**src/rtl/flag_evt_pkg.sv**
```systemverilog
// rtl/flag_evt_pkg.sv - shared defaults and entry type for the flag event logger
package flag_evt_pkg;

  localparam int DEPTH_DEF = 4;
  localparam int TS_W_DEF  = 16;
  localparam int CNT_W_DEF = 8;

  // One logged event is just the cycle-counter value captured at detection time.
  typedef logic [TS_W_DEF-1:0] evt_entry_t;

endpackage

```
**src/rtl/flag_evt_fifo.sv**
```systemverilog
// rtl/flag_evt_fifo.sv - synchronous FIFO holding event timestamps
module flag_evt_fifo
  import flag_evt_pkg::*;
#(
  parameter int  DEPTH   = DEPTH_DEF,
  parameter type entry_t = evt_entry_t
) (
  input  logic                     clk,
  input  logic                     rst,
  input  logic                     push,
  input  entry_t                   push_data,
  input  logic                     pop,
  output entry_t                   head_data,
  output logic [$clog2(DEPTH):0]   level,
  output logic                     full,
  output logic                     empty
);

  localparam int AW    = $clog2(DEPTH);
  localparam int LVL_W = AW + 1;

  entry_t           mem [DEPTH];
  entry_t           hold;
  logic [AW-1:0]    wr_ptr;
  logic [AW-1:0]    rd_ptr;
  logic [LVL_W-1:0] count;
  logic             accept;
  logic             do_pop;

  assign full   = (count == LVL_W'(DEPTH));
  assign empty  = (count == '0);
  assign do_pop = pop && !empty;
  // A pop in the same cycle frees the slot, so a push into a full FIFO still lands.
  assign accept = push && (!full || do_pop);
  assign level  = count;
  // While empty, keep showing the last popped value so the head output never glitches.
  assign head_data = empty ? hold : mem[rd_ptr];

  // Storage array; write-only on accepted pushes, no reset needed.
  always_ff @(posedge clk) begin
    if (accept) begin
      mem[wr_ptr] <= push_data;
    end
  end

  // Pointers wrap naturally at DEPTH (power of two); count tracks pushes minus pops.
  always_ff @(posedge clk or negedge rst) begin
    if (!rst) begin
      wr_ptr <= '0;
      rd_ptr <= '0;
      count  <= '0;
      hold   <= '0;
    end else begin
      if (accept) begin
        wr_ptr <= wr_ptr + 1'b1;
      end
      if (do_pop) begin
        rd_ptr <= rd_ptr + 1'b1;
        hold   <= mem[rd_ptr];
      end
      case ({accept, do_pop})
        2'b10:   count <= count + 1'b1;
        2'b01:   count <= count - 1'b1;
        default: count <= count;
      endcase
    end
  end

endmodule

```
**src/rtl/flag_evt_logger.sv**
```systemverilog
// rtl/flag_evt_logger.sv - timestamps detection pulses into a FIFO with drop accounting
module flag_evt_logger
  import flag_evt_pkg::*;
#(
  parameter int DEPTH = DEPTH_DEF,
  parameter int TS_W  = TS_W_DEF,
  parameter int CNT_W = CNT_W_DEF
) (
  input  logic                     clk,
  input  logic                     rst,
  input  logic                     flag_in,
  input  logic                     clr_ovf,
  input  logic                     out_ready,
  output logic                     out_valid,
  output logic [TS_W-1:0]          out_ts,
  output logic [$clog2(DEPTH):0]   level,
  output logic                     overflow,
  output logic [CNT_W-1:0]         drop_cnt
);

  localparam logic [CNT_W-1:0] CNT_MAX = {CNT_W{1'b1}};

  logic [TS_W-1:0] ts_cnt;
  logic            full;
  logic            empty;
  logic            drop;

  // An event is lost only when the FIFO is full and the consumer is not draining this cycle.
  assign drop      = flag_in && full && !out_ready;
  assign out_valid = !empty;

  flag_evt_fifo #(
    .DEPTH   (DEPTH),
    .entry_t (logic [TS_W-1:0])
  ) u_fifo (
    .clk       (clk),
    .rst       (rst),
    .push      (flag_in),
    .push_data (ts_cnt),
    .pop       (out_ready),
    .head_data (out_ts),
    .level     (level),
    .full      (full),
    .empty     (empty)
  );

  // Free-running timestamp source, wraps from all-ones to zero.
  always_ff @(posedge clk or negedge rst) begin
    if (!rst) begin
      ts_cnt <= '0;
    end else begin
      ts_cnt <= ts_cnt + 1'b1;
    end
  end

  // Sticky overflow and saturating drop count; a drop wins over a coincident clear.
  always_ff @(posedge clk or negedge rst) begin
    if (!rst) begin
      overflow <= 1'b0;
      drop_cnt <= '0;
    end else if (clr_ovf) begin
      overflow <= drop;
      drop_cnt <= drop ? CNT_W'(1) : '0;
    end else if (drop) begin
      overflow <= 1'b1;
      if (drop_cnt != CNT_MAX) begin
        drop_cnt <= drop_cnt + 1'b1;
      end
    end
  end

endmodule

```
**config.mk**
```make
export PLATFORM = sky130hd
export DESIGN_NAME = flag_evt_logger
export DESIGN_NICKNAME = d
export VERILOG_FILES = /design/src/rtl/flag_evt_pkg.sv /design/src/rtl/flag_evt_fifo.sv /design/src/rtl/flag_evt_logger.sv
export SDC_FILE = /design/constraint.sdc
export NUM_CORES = 1
export LEC_CHECK = 0
export CORE_MARGIN = 2
export CORE_UTILIZATION = 45
export CTS_BUF_LIST = sky130_fd_sc_hd__clkbuf_4 sky130_fd_sc_hd__clkbuf_8
export CTS_CLUSTER_SIZE = 24
export DETAILED_ROUTE_END_ITERATION = 10
export GPL_TIMING_DRIVEN = 0
export HOLD_SLACK_MARGIN = 0.06
export PLACE_DENSITY = 0.73
export SLEW_MARGIN = 25
export SYNTH_ARGS = -nofsm -noshare
export SYNTH_HDL_FRONTEND = slang
export SYNTH_SLANG_ARGS = --single-unit
```
**constraint.sdc**
```tcl
create_clock -name clk -period 4 [get_ports clk]
set_input_delay 0.4 -clock clk [delete_from_list [all_inputs] [get_ports clk]]
set_output_delay 0.4 -clock clk [all_outputs]
set_load 0.03 [all_outputs]
```
Word-level counts from Yosys, hierarchy flattened. Memory sizes are Yosys's and may differ from the RTL's. Cells that the tools add are included.

Register bits after elaboration: 48. Bits in writable memories: 64. Bits of input ports: 5. Output and inout port bits: 29. Word-level logic and storage cells: 41. Memories kept: 1.

Add/sub/neg operators: 6. Equality and inequality tests: 4. Mux-type cells: 10. Reductions and logical operators: 13.

Memory list: u_fifo.mem (words 4, bits a word 16, rd ports 1, clocked after Yosys merged registers in 0, write ports 1, line flag_evt_fifo.sv:22) `entry_t mem [DEPTH];`.

Operator list (count): $mux W8 (3); $add A16 B1 Y16 const B (1); $mux W16 (1); $add A8 B1 Y8 const B (1); $ne A8 B8 Y1 const B (1); $pmux W3 S2 (1); $reduce_bool A2 Y1 (3); $mux W1 (5); $add A2 B1 Y2 const B (2); $logic_and A1 B1 Y1 (4); $add A3 B1 Y3 const B (1); $eq A3 B3 Y1 const B (1); $logic_not A1 Y1 (3); $logic_not A3 Y1 (1); $sub A3 B1 Y3 const B (1); $eq A2 B1 Y1 const B (1); $eq A2 B2 Y1 const B (1); $reduce_and A2 Y1 (1); $logic_or A1 B1 Y1 (1).

Depth between registers and ports, before layout. Gate-level depths: netlist (run 1).

Depth after elaboration: 7. Mapped depth: 11.

By module. Synthesis (run 1) repeated with hierarchy kept, for this count alone.

Cell total of the unflattened synthesis: 283. Area total of the unflattened synthesis: 4808.4 µm².

Modules (own cells, without submodules): flag_evt_fifo (times used 1, cells each 173, area an instance 3563.4 µm², sequential area each 2497.4 µm²); flag_evt_logger (times used 1, cells each 110, area an instance 1244.9 µm², sequential area each 625.6 µm²).

Least setup slack after synthesis (run 1). No wires, ideal clock.

Path kind: reg2reg. Start: register u_fifo.count[1] (netlist: u_fifo.level[1]). End: register u_fifo.count[2] (netlist: u_fifo.level[2]). Arrival: 2.350 ns. Data required time: 3.920 ns. Slack: 1.569 ns. Stages on the path, launching flop included: 11. Cells stage by stage: dfrtp_1 -> nor4b_4 -> and2b_2 -> clkbuf_1 -> inv_1 -> ha_1 -> inv_1 -> fa_1 -> xor2_1 -> nor2_1 -> xor2_1.

Cells in the longest elaborated chain, start to end: 7. Elaborated cells between the ends (all ways): 13. Classes of those cells: add/sub: 2; eq/ne: 3; mux: 1; reduce/logical: 7.

RTL lines: start: declaration (line flag_evt_fifo.sv:26) `logic [LVL_W-1:0] count;`; start signal: assignment (line flag_evt_fifo.sv:62) `2'b10: count <= count + 1'b1;`; start signal: assignment (line flag_evt_fifo.sv:63) `2'b01: count <= count - 1'b1;`; start signal: assignment (line flag_evt_fifo.sv:64) `default: count <= count;`; $logic_not A3 Y1 (line flag_evt_fifo.sv:31) `assign empty = (count == '0);`; $logic_not A1 Y1 (line flag_evt_fifo.sv:32) `assign do_pop = pop && !empty;`; $logic_and A1 B1 Y1 (line flag_evt_fifo.sv:32); $logic_or A1 B1 Y1 (line flag_evt_fifo.sv:34) `assign accept = push && (!full || do_pop);`; $logic_and A1 B1 Y1 (line flag_evt_fifo.sv:34); $eq A2 B1 Y1 or $eq A2 B2 Y1 (tied branches) (line flag_evt_fifo.sv:61) `case ({accept, do_pop})`; $pmux W3 S2 or $reduce_bool A2 Y1 (tied branches).

Several ways; a longest one is shown, not always the timed one. A chain may end at the register's enable or synchronous reset.

Final worst setup path (run 1).
Start: register u_fifo.rd_ptr[0]. End: output port out_ts[12].

Cells in the longest elaborated chain, start to end: 2.

RTL lines: start: declaration (line flag_evt_fifo.sv:25) `logic [AW-1:0] rd_ptr;`; start signal: assignment (line flag_evt_fifo.sv:58) `rd_ptr <= rd_ptr + 1'b1;`; $mem_v2 Z4 W16; $mux W16 (line flag_evt_fifo.sv:37) `assign head_data = empty ? hold : mem[rd_ptr];`; end: declaration (line flag_evt_logger.sv:15) `output logic [TS_W-1:0] out_ts,`.

No other way between the ends.

==> flow_metrics.env, run 1 <==
export IMPL_busiest_layer="met2"
export IMPL_layout_drive_gt1_share_pct=17.9
export IMPL_rows=37
export IMPL_synth_edf_count=64
export IMPL_final_fill_count=845
export IMPL_synth_ff_type="edfxtp_1"
export IMPL_cp_data_arrival_time_ns=2.49
export IMPL_combPwrFrac_pct=40.6
export IMPL_maxSlewViolCount=0
export IMPL_leakagePower_nw=2.09
export IMPL_core_area_sq_um=10300
export IMPL_critPathLaunchType="register"
export IMPL_grt_use_total_pct=15.4
export IMPL_cts_max_level=3
export IMPL_setup_viol=0
export IMPL_die_h_um=107
export IMPL_syn_area_per_cell_sq_um=15.0
export IMPL_grt_max_degree=49
export IMPL_timing_final_crit_share_pct=72.2
export IMPL_finalClockSkew_ns=0.0141
export IMPL_hpwl_mm=5.39
export IMPL_ir_drop_mv=0.361
export IMPL_cts_sink_count=112
export IMPL_hold_ws_ns=0.0582
export IMPL_status="finished, final reports clean"
export IMPL_start_util_pct=46.0
export IMPL_synth_cell_type_count=42
export IMPL_synth_seq_cells=112
export IMPL_finalNetCount=372
export IMPL_seqPwrFrac_pct=42.5
export IMPL_cts_path_max_buffers=2
export IMPL_layout_common_cells="edfxtp_1 (64), nand2_1 (53), dfrtp_1 (48), clkdlybuf4s50_1 (32), mux2_2 (17)"
export IMPL_cts_tree="built"
export IMPL_cts_made_buffers=9
export IMPL_first_pass_iters=4
export IMPL_maxCapViolCount=0
export IMPL_switchingPower_mw=1.30
export IMPL_vias_per_cell=5.26
export IMPL_rsz0062_at_grt="false"
export IMPL_clockRootBuffer="clkbuf_8"
export IMPL_grt_util_met1_pct=20.8
export IMPL_hold_class="input pin to asynchronous set/reset pin"
export IMPL_antenna_cells=0
export IMPL_chipWidth_um=107
export IMPL_num_io_pins=34
export IMPL_hold_viol_final=0
export IMPL_grtUsageMet3_pct=2.45
export IMPL_cts_resized=0
export IMPL_clockPowerShare_pct=16.9
export IMPL_path_max_fanout=10
export IMPL_setup_tns_ns=0
export IMPL_async_flop_share_pct=42.9
export IMPL_fin_crit_ns=2.89
export IMPL_grt_pass1_wl_mm=13.3
export IMPL_dieArea_sq_um=11300
export IMPL_syn_inst=315
export IMPL_cp_required_ns=3.60
export IMPL_finalWeightedCongestion=0.845
export IMPL_power_total_mw=3.81
export IMPL_swShare_pct=34.2
export IMPL_multi_input_area_sq_um=1480
export IMPL_syn_nets=328
export IMPL_fmax_mhz=346
export IMPL_clk_pin_slew_worst_paths_ns=0.10
export IMPL_avgRoutedWirePerCell_um=16.4
export IMPL_seqCellArea_sq_um=3120
export IMPL_io_buffers=33
export IMPL_drtAntennaViolNets=0
export IMPL_wl_mm=8.18
export IMPL_grt_pass1_vias=2591
export IMPL_drt_iter0_drc=103
export IMPL_yosysSeqAreaShare_pct=66.0
export IMPL_drc=0
export IMPL_antenna_found_initial=0
export IMPL_tightestPinTransition_ns=0.846
export IMPL_p_per_area_nw_per_um2=705
export IMPL_synth_area_sq_um=4730
export IMPL_clk_latency_ns=0.36
export IMPL_final_common_cell="edfxtp_1"
export IMPL_areaGrowthSynthToFinish_pct=14.5
export IMPL_critical_path_class="register to output port"
export IMPL_postCtsSetupRepairBufs=0
export IMPL_worstSetupEndpointType="output port"
export IMPL_intPower_mw=2.51
export IMPL_gr_total_overflow=0
export IMPL_vias=2623
export IMPL_yosysWarnings=0
export IMPL_use_met2_pct=25.4
export IMPL_cts_hold_buf=0
export IMPL_max_slew_margin_rel_pct=43.6
-- cells by family (layout without fill, tap and decap cells) --
family | count (synthesis) | after routing | share of synthesized area (%)
xor gates and xnor gates | 20 | 20 | 3.70
buffers and inverters | 23 | 71 | 2.59
AOI/OAI and AO/OA | 14 | 14 | 1.80
DFF | 112 | 112 | 66.0
and+or+nand+nor | 101 | 101 | 11.0
adders and majority gates | 8 | 8 | 2.28
muxes | 37 | 37 | 12.6
-- Yosys cell counts, drive strengths merged (7+ instances only) --
master	number	area, sq um
and2	7	46.3
and3	7	43.8
buf	9	70.1
dfrtp	48	1200
edfxtp	64	1920
ha	7	87.6
inv	13	48.8
mux2	18	206
mux4	16	360
nand2	54	210
nand3	10	50.1
xnor2	13	114
xor2	7	61.3
-- worst paths after layout --
| path | from | to | slack [ns] | cells after the start |
|---|---|---|---|---|
| min in group clk | u_fifo.hold[6] | u_fifo.hold[6] | 0.48 | 2 |
| min reg2reg | u_fifo.hold[6] | u_fifo.hold[6] | 0.48 | 2 |
| max reg2reg | u_fifo.level[0] | u_fifo.level[2] | 1.43 | 10 |
| max | u_fifo.rd_ptr[0] | out_ts[12] | 1.11 | 5 |
| min | rst | u_fifo.hold[13] | 0.06 | 1 |
| max in group asynchronous | rst | u_fifo.hold[1] | 3.51 | 1 |
-- per-layer routing --
layer,up-vias,share of wire [%]
li1,1223,-
met5,-,0
met1,1332,45
met3,14,3.2
met4,0,1.9
met2,54,50
-- registers in the layout, summed over array words and instances (netlist names) --
signal,count
u_fifo.mem,64
ts_cnt,16
u_fifo.hold,16
drop_cnt,8
u_fifo.level,3
u_fifo.rd_ptr,2
u_fifo.wr_ptr,2
overflow,1
-- stage by stage --
step	worst slack, ns	util (%)	std cells	cell area, sq um
2_1_floorplan	1.57	-	315	4730
3_3_place_gp	1.04	50.9	484	5230
3_5_place_dp	1.04	50.9	484	5230
4_1_cts	1.07	52.7	499	5410
5_1_grt	1.00	52.7	499	5410
6_report	1.11	52.7	499	5410
-- cell type report --
| type | count | area share (%) |
|---|---|---|
| sequential | 112 | 57.7 |
| multi-input combinational | 180 | 27.4 |
| buffer | 10 | 1.36 |
| timing repair buffer | 33 | 6.06 |
| clock inverter | 4 | 0.878 |
| inverter | 13 | 0.902 |
| tap | 136 | 3.14 |
| clock buffer | 11 | 2.57 |
-- critical path: stages (launching register included) --
cell and delay, ns:
dfrtp_1 0.36, buf_6 0.18, buf_6 0.20, mux4_2 0.53, mux2_2 0.27, clkdlybuf4s50_1 0.60
-- power by group through the flow --
stage	Combinational, mW	Sequential [mW]	Clock [mW]
after global placement	1.54	1.63	0
after global routing	1.67	1.65	0.702
final	1.55	1.62	0.645
after floorplan	1.04	1.65	0
after detailed placement	1.57	1.65	0
after CTS	1.58	1.62	0.659
Power figures use the tool's default switching activity.
==> run 2: changes to the inputs <==
==> constraint.sdc (replaced) <==
create_clock -name clk -period 2.85 [get_ports clk]
set_input_delay 0.285 -clock clk [delete_from_list [all_inputs] [get_ports clk]]
set_output_delay 0.285 -clock clk [all_outputs]
set_load 0.03 [all_outputs]
==> run 2 against run 1 <==
Design area up 0.60%. Routed wire length rose by 0.54%. Setup slack lost 0.96 ns. Combinational power rose by 39%. Die area stayed put. First-iteration DRC count rose by 7.8%. Flip-flop and latch count unchanged. Sequential power grew 40%. Register-to-register slack got worse by 1.2 ns. Critical path type unchanged. Highest routed layer unchanged.
==> flow_metrics.env, run 2 (same netlist as run 1, synthesis figures left out) <==
export IMPL_seqPwrFrac_pct=42.5
export IMPL_drt_iter0_drc=111
export IMPL_first_pass_iters=4
export IMPL_worstSetupEndpointType="output port"
export IMPL_fin_crit_ns=2.70
export IMPL_areaGrowthSynthToFinish_pct=15.2
export IMPL_finalWeightedCongestion=0.845
export IMPL_fmax_mhz=370
export IMPL_final_fill_count=841
export IMPL_postCtsSetupRepairBufs=0
export IMPL_ir_drop_mv=0.506
export IMPL_vias=2617
export IMPL_intPower_mw=3.51
export IMPL_hold_class="register to register"
export IMPL_grt_pass1_vias=2593
export IMPL_slowest_stage="clkdlybuf4s50_1"
export IMPL_final_common_cell="edfxtp_1"
export IMPL_maxSlewViolCount=0
export IMPL_path_depth=5
export IMPL_drc=0
export IMPL_status="finished, final reports clean"
export IMPL_cts_path_max_buffers=2
export IMPL_leakagePower_nw=2.14
export IMPL_grt_max_degree=49
export IMPL_p_per_area_nw_per_um2=981
export IMPL_vias_per_cell=5.23
export IMPL_cts_tree="built"
export IMPL_busiest_layer="met2"
export IMPL_setup_viol=0
export IMPL_grt_pass1_wl_mm=13.3
export IMPL_power_total_mw=5.34
export IMPL_hpwl_mm=5.39
export IMPL_largest_reg_flops=64
export IMPL_layout_common_cells="edfxtp_1 (64), nand2_1 (53), dfrtp_1 (48), clkdlybuf4s50_1 (24), mux2_2 (17)"
export IMPL_io_buffers=33
export IMPL_max_slew_margin_rel_pct=43.6
export IMPL_clockRootBuffer="clkbuf_8"
export IMPL_path_max_fanout=10
export IMPL_layout_drive_gt1_share_pct=17.9
export IMPL_num_io_pins=34
export IMPL_multi_input_area_sq_um=1480
export IMPL_hold_viol_final=0
export IMPL_cp_required_ns=2.57
export IMPL_drtAntennaViolNets=0
export IMPL_top_regs="u_fifo.mem: 64 flops, ts_cnt: 16 flops, u_fifo.hold: 16 flops"
export IMPL_cp_top_family="buffers and inverters"
export IMPL_swShare_pct=34.3
export IMPL_seqCellArea_sq_um=3120
export IMPL_finalClockSkew_ns=0.0127
export IMPL_use_met2_pct=25.4
export IMPL_clk_latency_ns=0.37
export IMPL_regMostFlops="u_fifo.mem"
export IMPL_ff2ff_path_depth=10
export IMPL_cts_made_buffers=9
export IMPL_start_util_pct=46.0
export IMPL_rows=37
export IMPL_avgRoutedWirePerCell_um=16.5
export IMPL_core_area_sq_um=10300
export IMPL_setup_tns_ns=0
export IMPL_tightestPinTransition_ns=0.846
export IMPL_cts_max_level=3
export IMPL_maxCapViolCount=0
export IMPL_wl_mm=8.23
export IMPL_chipWidth_um=107
export IMPL_clockPowerShare_pct=17.0
export IMPL_holdPathStages=2
export IMPL_critPathBufInv=3
export IMPL_cpPeakStageDelay_ns=0.59
export IMPL_cts_sink_count=112
export IMPL_critical_path_class="register to output port"
export IMPL_switchingPower_mw=1.83
export IMPL_dieArea_sq_um=11300
export IMPL_grtUsageMet3_pct=2.45
export IMPL_critPathLaunchType="register"
export IMPL_die_h_um=107
export IMPL_grt_util_met1_pct=20.7
export IMPL_hold_ws_ns=0.480
export IMPL_rsz0062_at_grt="false"
export IMPL_antenna_found_initial=0
export IMPL_antenna_cells=0
export IMPL_finalNetCount=373
export IMPL_clk_pin_slew_worst_paths_ns=0.09
export IMPL_combPwrFrac_pct=40.5
export IMPL_timing_final_crit_share_pct=94.7
export IMPL_cp_data_arrival_time_ns=2.41
export IMPL_grt_use_total_pct=15.4
export IMPL_critical_path_cell_chain="buf_2 > clkbuf_4 > mux4_2 > mux2_2 > clkdlybuf4s50_1"
export IMPL_gr_total_overflow=0
-- run 2: area by class of cell --
cell class | count | share of cell area (%)
inverters | 13 | 0.896
flip-flops and latches | 112 | 57.4
plain buffers | 10 | 1.40
multi-input cells | 180 | 27.2
well taps | 136 | 3.12
repair buffers | 34 | 6.57
clock buffers | 11 | 2.55
clock inverters | 4 | 0.873
-- run 2: per-stage QoR --
stage	area (sq um)	utilization, %	setup WS, ns	std cells
after floorplan	4730	-	0.419	315
after global placement	5230	50.9	0.00687	484
after detailed placement	5230	50.9	0.00820	484
after CTS	5420	52.8	0.0309	500
after global routing	5450	53.0	0.0574	500
final	5450	53.0	0.151	500
-- run 2: worst paths after layout --
check,start,to,slack [ns]
max reg2reg,u_fifo.level[0],u_fifo.level[2],0.28
min in group asynchronous,rst,u_fifo.hold[13],0.49
max in group asynchronous,rst,u_fifo.hold[1],1.93
max,u_fifo.rd_ptr[1],out_ts[7],0.15
min,u_fifo.hold[6],u_fifo.hold[6],0.48
min reg2reg,u_fifo.hold[6],u_fifo.hold[6],0.48
-- run 2: worst register-to-register path, cell delays in order (launching register included) --
cell      delay (ns)
dfrtp_1         0.46
nor4b_4         0.46
and2b_2         0.27
clkbuf_1        0.18
inv_1           0.10
ha_1            0.19
inv_1           0.07
fa_1            0.37
xor2_1          0.15
nor2_1          0.12
xor2_1          0.15
-- run 2: power by group through the flow --
| stage | Clock (mW) | Combinational [mW] | Sequential (mW) |
|---|---|---|---|
| after floorplan | 0 | 1.46 | 2.32 |
| after global placement | 0 | 2.17 | 2.28 |
| after detailed placement | 0 | 2.20 | 2.31 |
| after CTS | 0.924 | 2.21 | 2.28 |
| after global routing | 0.985 | 2.33 | 2.32 |
| final | 0.908 | 2.16 | 2.27 |
-- run 2: routing by layer --
layer / wire length [um] / vias up
met5: 0 / -
met4: 127 / 0
met3: 266 / 13
met2: 4130 / 47
met1: 3700 / 1330
li1: - / 1227
-- run 2: timing repair --
item / 4_1_cts / 5_1_grt
hold buffers: 1 / 0
setup endpoints to repair: 0 / 9
endpoints found under the hold margin: 48 / 0
gates resized for setup: 0 / 9
